<file path="src/rtl/fir_filter.sv">
// -----------------------------------------------------------------------------
// fir_filter
//   11-tap direct-form FIR low-pass filter on a signed sample stream.
//   It accepts one sample per clock and produces one filtered sample per clock.
//   There is no handshake. A new sample is consumed on every rising edge.
//
//   The output is registered. The sample presented at edge k already
//   contributes h0*x to y right after edge k.
//
// Ports
//   clk    in   1        single clock, rising edge
//   reset  in   1        asynchronous, active-low; clears delay line and y
//   x      in   DATA_W   signed input sample
//   y      out  DATA_W   signed filtered output (registered)
//
// Build option
//   FIR_SAT_EN  when defined, the shifted accumulator is clamped to the signed
//               DATA_W range before it drives y. When undefined, the low
//               DATA_W bits are kept, so the output wraps in two's complement.
// -----------------------------------------------------------------------------
module fir_filter #(
  parameter int                       DATA_W = 16,
  parameter int                       COEF_W = 16,
  parameter int                       TAPS   = 11,
  // h0..h10, h0 in the least-significant COEF_W bits
  parameter logic [TAPS*COEF_W-1:0]   COEFFS = {16'd1, 16'd2, 16'd3, 16'd4,
                                                16'd5, 16'd6, 16'd5, 16'd4,
                                                16'd3, 16'd2, 16'd1},
  parameter int                       SHIFT  = 0
) (
  input  logic              clk,
  input  logic              reset,
  input  logic [DATA_W-1:0] x,
  output logic [DATA_W-1:0] y
);

  // Four guard bits absorb the growth from summing 11 products.
  localparam int ACC_W = DATA_W + COEF_W + 4;

  // d[0] holds the previous sample, and d[TAPS-2] holds the oldest one.
  logic [DATA_W-1:0]       d [0:TAPS-2];
  logic signed [ACC_W-1:0] acc;
  logic [DATA_W-1:0]       y_next;

  // Multiply-accumulate over the current sample and the delay line.
  // Both operands are sign-extended to the accumulator width before the
  // multiply, so the product and the sum stay exact.
  // NOTE: the first statement assigns acc, so every path writes it and no
  // latch can be inferred.
  always_comb begin
    acc = ACC_W'($signed(x)) * ACC_W'($signed(COEFFS[COEF_W-1:0]));
    for (int i = 1; i < TAPS; i++) begin
      acc = acc + ACC_W'($signed(d[i-1]))
                * ACC_W'($signed(COEFFS[i*COEF_W +: COEF_W]));
    end
  end

`ifdef FIR_SAT_EN
  localparam logic signed [ACC_W-1:0] SAT_MAX = (ACC_W'(1) <<< (DATA_W-1)) - 1;
  localparam logic signed [ACC_W-1:0] SAT_MIN = -(ACC_W'(1) <<< (DATA_W-1));

  logic signed [ACC_W-1:0] shifted;

  always_comb begin
    shifted = acc >>> SHIFT;
    if (shifted > SAT_MAX) begin
      y_next = SAT_MAX[DATA_W-1:0];
    end else if (shifted < SAT_MIN) begin
      y_next = SAT_MIN[DATA_W-1:0];
    end else begin
      y_next = shifted[DATA_W-1:0];
    end
  end
`else
  // Keeping only the low bits gives two's-complement wrap on overflow.
  assign y_next = DATA_W'(acc >>> SHIFT);
`endif

  // NOTE: the delay line is reset on purpose. A reset must discard all
  // history so that the output after reset matches the power-up behaviour.
  // NOTE: sequential state uses non-blocking assignments. Each tap then
  // reads the value its neighbour held before this edge, which is what makes
  // the delay line shift by exactly one position per clock.
  always_ff @(posedge clk or negedge reset) begin
    if (!reset) begin
      y <= '0;
      for (int i = 0; i < TAPS-1; i++) begin
        d[i] <= '0;
      end
    end else begin
      y    <= y_next;
      d[0] <= x;
      for (int i = 1; i < TAPS-1; i++) begin
        d[i] <= d[i-1];
      end
    end
  end

endmodule

</file>
<file path="config.mk">
export PLATFORM = sky130hd
export DESIGN_NAME = fir_filter
export DESIGN_NICKNAME = d
export VERILOG_FILES = /design/src/rtl/fir_filter.sv
export SDC_FILE = /design/constraint.sdc
export NUM_CORES = 1
export LEC_CHECK = 0
export ABC_AREA = 1
export CORE_MARGIN = 2
export CORE_UTILIZATION = 25
export CTS_CLUSTER_DIAMETER = 60
export CTS_CLUSTER_SIZE = 16
export DETAILED_ROUTE_END_ITERATION = 12
export PLACE_DENSITY_LB_ADDON = 0.12
export SYNTH_ARGS = -nofsm -noshare
export SYNTH_HDL_FRONTEND = slang
export SYNTH_SLANG_ARGS = --single-unit
</file>
<file path="constraint.sdc">
create_clock -name clk -period 11.88 [get_ports clk]
set_input_delay 2.97 -clock clk [delete_from_list [all_inputs] [get_ports clk]]
set_output_delay 2.97 -clock clk [all_outputs]
set_load 0.05 [all_outputs]
</file>
## Word-level counts from Yosys, hierarchy flattened

Index checks and enable logic that the tools add are counted.

- Input port bits: 18
- Flip-flop bits (word level): 176

- Add/subtract/negate cells: 10
- Multipliers: 5

Operator list:

| operator | number |
|---|---|
| $add A16 B16 Y16 | 10 |
| $mul A16 B3 Y16 const B | 2 |
| $mul A16 B4 Y16 const B | 2 |
| $mul A16 B3 Y15 const B | 1 |

## Depth between registers and ports, before layout

Gate-level depths: netlist (run 1).

- Word-level depth: 10
- Depth in mapped cells: 33
- Gate-level depth less buffers: 33

## Worst setup path before layout (run 1)

Ideal clock, no wire load.

- Path kind: input-to-reg
- Start: input x[2]
- End: register y[13]
- Stages: 23
- Data arrival time: 7.844 ns
- Data required time: 11.801 ns
- Setup time: 0.079 ns
- Path slack: 3.957 ns
- Cell sequence: inv_1 fa_1 inv_1 fa_1 inv_1 fa_1 inv_1 fa_1 fa_1 inv_1 fa_1 fa_1 inv_1 ha_1 fa_1 nand3_1 and2_1 inv_2 a21o_1 nand2_1 nand2_1 a21oi_1 xor2_1

- Longest elaborated chain between the ends: 10

RTL lines:

| item | RTL line | text |
|---|---|---|
| start: declaration | 33 | `input logic [DATA_W-1:0] x,` |
| $add A16 B16 Y16 (10 in series) | 53 | `acc = acc + ACC_W'($signed(d[i-1]))` |
| named net acc[13] | 42 | `logic signed [ACC_W-1:0] acc;` |
| end signal: assignment | 91 | `y <= y_next;` |
| end: declaration | 34 | `output logic [DATA_W-1:0] y` |

The timed path passes the listed nets, and every way through them passes these cells.

## Worst setup path after layout (run 1)

Ends and elaborated chain as after synthesis.

==> run metrics, run 1 <==
WP data arrival=8.61 ns; Via Count=6,103; Crit Path Class=in -> reg; CP max-delay cell=fa_1; Slew Viols, Final=0; initial antenna violation count=0; RD Place Congestion=0.709; crit-path max FO=3; xor/xnor share of the synthesized area=2.88%; Overall Global Routing Usage=11.4%; Achievable Freq=121 MHz; hpwl dp=19,100 microns; DR DRC count=0; Synth Area in Simple Gates=4.65%; Synth cell types=27; Via density=3.69; largest net degree at the start of global routing=67; synthesis-to-layout area growth=15.0%; Setup crit end kind=flip-flop; Post-CTS Hold Fix Bufs=0; status=finished, final reports clean; core box area=45,400 sq um; clk sinks=176; CTS tree=built; critical-path cell list=clkdlybuf4s50_1 > inv_1 > fa_1 > inv_1 > fa_1 > inv_1 > fa_1 > inv_1 > fa_1 > fa_1 > inv_1 > fa_1 > fa_1 > inv_1 > ha_1 > fa_1 > nand3_1 > and2_1 > inv_2 > a21o_1 > nand2_1 > nand2_1 > a21oi_1 > xor2_1; complex-gate fraction of the synthesized area=1.97%; postcts setup bufs=0; clk_lat worst skew=0.45 ns; number of global-route vias before repair=7,308; CTS Buf Count=17; syn avg cell area=11.6 sq um; type of origin of the critical path=input pin; full die area=47,600 sq um; Die Wd=218 microns; First-pass DRT Iterations=4; layout cells sized above 1=3.79%; Setup TNS=0 ns; Rows=78; drt wl/cell=14.1 microns; adder-cell share of the synthesized area=41.1%; CTS root buf=clkbuf_16; Post-Synthesis Cells=989; fin nets=1,336; share of Yosys cell area claimed by the top area cell type=38.4%; Congestion Overflow GR=0; Starting Density=25.3%; PostCTS Resize Cnt=0; CTS clock-pin slew for the worst setup and hold paths=0.07 ns; count of final setup violators=0; period utilisation layout=69.3%; Seq/Total Area, Yosys=38.4%; Final Hold Vio Count=0; worst-margin pin slew=0.891 ns; n_diodes=0; fillcell total=4,689; Routed WL=23,400 microns; mux share of post-synthesis cell area=0%; DRT iter0 DRCs=175; Die Y=218 microns; io pins=34; area leader, netlist=dfrtp_1; Netlist Area Pre-Place=11,500 sq um; Worst slew margin=40.6%; Port-buffer cells=33; Clock Path Buffers=2; most frequent cells in the layout=332 x inv_1, 176 x dfrtp_1, 170 x fa_1; placed cell areas=12,600 sq um; RSZ-0062 raised after global routing=no; min-delay worst type=reg -> reg; Final min period=8.23 ns; commonest non-fill, non-tap cell in the layout=inv_1; clk_skew=0.00819 ns; Synthesis Warnings=0; first-pass GRT wire length=40,200 microns; post-synthesis net count=1,282; crit-path max cell delay=0.56 ns; post-synthesis register bit count=176; max_cap viols=0; cell mode on critical path=fa_1; worst path required time=12.26 ns; Synth area leaders=dfrtp_1 38%, fa_1 30%, ha_1 11%; fin area=13,200 sq um; Routed Antenna Nets=0; H-tree levels=4; largest family of logic cells by synthesized area=adder cells
==> cells in the mapped netlist <==
library cell  number
clkinv_1           2
a21o_1             3
o21ai_0            1
o21bai_1           2
o2111ai_1          1
nand4_1            1
fa_1             170
nand3_1           17
inv_2              2
o21ai_1            2
nor3_1             4
inv_1            332
o21ai_2            3
xor2_1            24
nand2_1           87
nand2_2            1
xnor2_1           10
a31oi_1            2
o21a_1             1
o311ai_1           1
nand3b_1           5
dfrtp_1          176
and2_1             1
ha_1             105
xor2_2             2
nor2_1            12
a21oi_1           22
==> through the flow <==
step / setup WS, ns / utilization [%] / instances / hold WS [ns]
after global routing: 3.31 / 29.1 / 1656 / 0.357
after CTS: 3.63 / 29.1 / 1656 / 0.352
after floorplan: 3.96 / - / 989 / 0.331
after detailed placement: 3.18 / 27.7 / 1624 / 0.335
after global placement: 3.18 / 27.7 / 1624 / 0.333
final: 3.65 / 29.1 / 1656 / 0.348
==> worst paths after layout <==
path | startpoint | endpoint | slack, ns | cells after the start
setup / recovery | x[2] | y[13] | 3.65 | 24
hold / removal | d[127] | d[111] | 0.35 | 0
setup reg to reg | d[81] | y[14] | 5.12 | 26
hold reg to reg | d[127] | d[111] | 0.35 | 0
max in group asynchronous | reset | d[131] | 8.19 | 2
min in group asynchronous | reset | d[5] | 2.45 | 1
==> sequential cells by signal, summed over array words and instances (netlist names) <==
| register | flops |
|---|---|
| y | 16 |
| d | 160 |
==> layer usage <==
metal,global-route usage (%),part of all wire [%],vias up
met5,0,0,-
met4,2.93,0.97,0
met3,2.64,2.2,15
met2,19.4,51,28
met1,14.6,46,3114
li1,-,-,2946
==> final cells by class <==
cell class	count	area [sq um]	share of cell area, %
timing repair buffer	35	349	2.65
multi-input combinational	477	5810	44.0
sequential	176	4400	33.4
inverter	336	1260	9.56
tap	600	751	5.69
clock inverter	10	159	1.20
clock buffer	22	464	3.52
==> cells by family after synthesis <==
group | Yosys count
AO/OA/AOI/OAI | 38
XOR/XNOR | 36
flip-flops | 176
adder cells (fa/ha/maj) | 275
AND/OR/NAND/NOR | 128
buffers and inverters | 336
==> worst max-delay path: cells and delay by family <==
kind,cells,cell delay [ns]
compound gates,2,0.31
buf+inv,8,0.93
fa+ha+maj,9,3.88
simple gates,4,0.37
xor+xnor,1,0.16
Power of run 1 is left out: the tool's default activity adds up to more than one toggle a clock period on the data nets, which glitch-free logic cannot reach.
==> run 2: changes to the inputs <==
==> constraint.sdc (replaced) <==
create_clock -name clk -period 8.29 [get_ports clk]
set_input_delay 2.0725 -clock clk [delete_from_list [all_inputs] [get_ports clk]]
set_output_delay 2.0725 -clock clk [all_outputs]
set_load 0.05 [all_outputs]
==> run metrics, run 2 (same netlist as run 1, synthesis figures left out) <==
initial antenna violation count=0; fillcell total=4,695; Routed Antenna Nets=0; Setup crit end kind=flip-flop; fin nets=1,336; commonest non-fill, non-tap cell in the layout=inv_1; Final min period=7.34 ns; Achievable Freq=136 MHz; RR Endpoint=y[14]; worst-margin pin slew=0.904 ns; RSZ-0062 raised after global routing=no; Crit Path Class=in -> reg; most frequent cells in the layout=332 x inv_1, 176 x dfrtp_1, 170 x fa_1; clk_lat worst skew=0.46 ns; Via Count=6,089; crit-path max FO=3; core box area=45,400 sq um; hold_sp=d[159]; DRT iter0 DRCs=172; synthesis-to-layout area growth=14.5%; Die Wd=218 microns; First-pass DRT Iterations=4; Reg with most FFs=d; WP data arrival=7.72 ns; clk sinks=176; Via density=3.68; Routed WL=23,400 microns; Worst slew margin=39.7%; postcts setup bufs=0; setup slack, reg-to-reg=1.54 ns; largest net degree at the start of global routing=67; io pins=34; Setup TNS=0 ns; Final Hold Vio Count=0; CTS Buf Count=17; Largest regs=d x160, y x16; hpwl dp=19,100 microns; CTS clock-pin slew for the worst setup and hold paths=0.07 ns; full die area=47,600 sq um; PostCTS Resize Cnt=0; drt wl/cell=14.1 microns; DR DRC count=0; period utilisation layout=88.6%; max FFs per register=160; n_diodes=0; type of origin of the critical path=input pin; Overall Global Routing Usage=11.3%; count of final setup violators=0; H-tree levels=4; Post-CTS Hold Fix Bufs=0; Rows=78; RR Startpoint=d[81]; WHS Endpoint=d[143]; Port-buffer cells=33; Slew Viols, Final=0; status=finished, final reports clean; first-pass GRT wire length=40,000 microns; worst path required time=8.67 ns; CTS root buf=clkbuf_16; Clock Path Buffers=2; clk_skew=0.0105 ns; worst r2r path cells=26; RD Place Congestion=0.709; Die Y=218 microns; number of global-route vias before repair=7,224; Hold Crit Depth=0; max_cap viols=0; min-delay worst type=reg -> reg; layout cells sized above 1=3.69%; Starting Density=25.3%; CTS tree=built; Congestion Overflow GR=0
run 2: cell count changes in the layout (fill, tap and decap cells not counted):
cell	previous run	this run
clkinv_4	1	2
clkbuf_1	3	4
clkinv_2	3	4
bufinv_16	4	2
clkbuf_8	3	2
run 2: critical path, cell delays in order:
cell             delay, ns
clkdlybuf4s50_1       0.48
inv_1                 0.06
fa_1                  0.40
inv_1                 0.07
fa_1                  0.41
inv_1                 0.08
fa_1                  0.41
inv_1                 0.09
fa_1                  0.45
fa_1                  0.56
inv_1                 0.05
fa_1                  0.48
fa_1                  0.51
inv_1                 0.04
ha_1                  0.21
fa_1                  0.46
nand3_1               0.08
and2_1                0.18
inv_2                 0.06
a21o_1                0.17
nand2_1               0.06
nand2_1               0.05
a21oi_1               0.15
xor2_1                0.16
run 2: how the worst max path moves through the flow:
| stage | depth (start not counted) | end | from | slack (ns) |
|---|---|---|---|---|
| finish | 24 | y[13] | x[2] | 0.95 |
| global route | 24 | y[13] | x[2] | 0.65 |
| CTS | 24 | y[13] | x[2] | 0.93 |
| detailed placement | 24 | y[13] | x[2] | 0.47 |
| global placement | 24 | y[13] | x[2] | 0.49 |
| floorplan | 23 | y[13] | x[2] | 1.26 |
run 2: through the flow:
stage	instances	util (%)	hold WS (ns)	cell area, sq um	setup WS, ns
final	1656	29.0	0.349	13100	0.948
after CTS	1656	29.0	0.352	13100	0.932
after global routing	1656	29.0	0.356	13100	0.650
after floorplan	989	-	0.331	11500	1.26
after global placement	1624	27.7	0.333	12600	0.487
after detailed placement	1624	27.7	0.335	12600	0.468
run 2: area by class of cell:
| cell class | count | area (sq um) | share of cell area (%) |
|---|---|---|---|
| clock buffer | 22 | 454 | 3.46 |
| clock inverter | 10 | 113 | 0.857 |
| inverter | 336 | 1260 | 9.60 |
| multi-input combinational | 477 | 5810 | 44.2 |
| sequential | 176 | 4400 | 33.5 |
| tap | 600 | 751 | 5.71 |
| timing repair buffer | 35 | 349 | 2.66 |
run 2: per-layer routing:
metal / track usage (%) / up-vias / share of wire (%) / wire (microns)
met5: 0 / - / 0 / 0
met4: 2.93 / 0 / 1.1 / 261
met3: 2.63 / 19 / 2.2 / 514
met2: 19.2 / 28 / 50 / 11800
met1: 14.5 / 3091 / 46 / 10800
li1: - / 2951 / - / -
Power of run 2 is left out for the same reason.
==> run 3: changes to the inputs <==
--- a/config.mk
+++ b/config.mk
@@ -12,6 +12,7 @@
 export CTS_CLUSTER_SIZE = 16
 export DETAILED_ROUTE_END_ITERATION = 12
 export PLACE_DENSITY_LB_ADDON = 0.12
+export SETUP_SLACK_MARGIN = 0.5
 export SYNTH_ARGS = -nofsm -noshare
 export SYNTH_HDL_FRONTEND = slang
 export SYNTH_SLANG_ARGS = --single-unit
==> results of run 3 <==
Final layout, timing and power as in run 2 (identical DEF).
Power of run 3 is left out for the same reason.
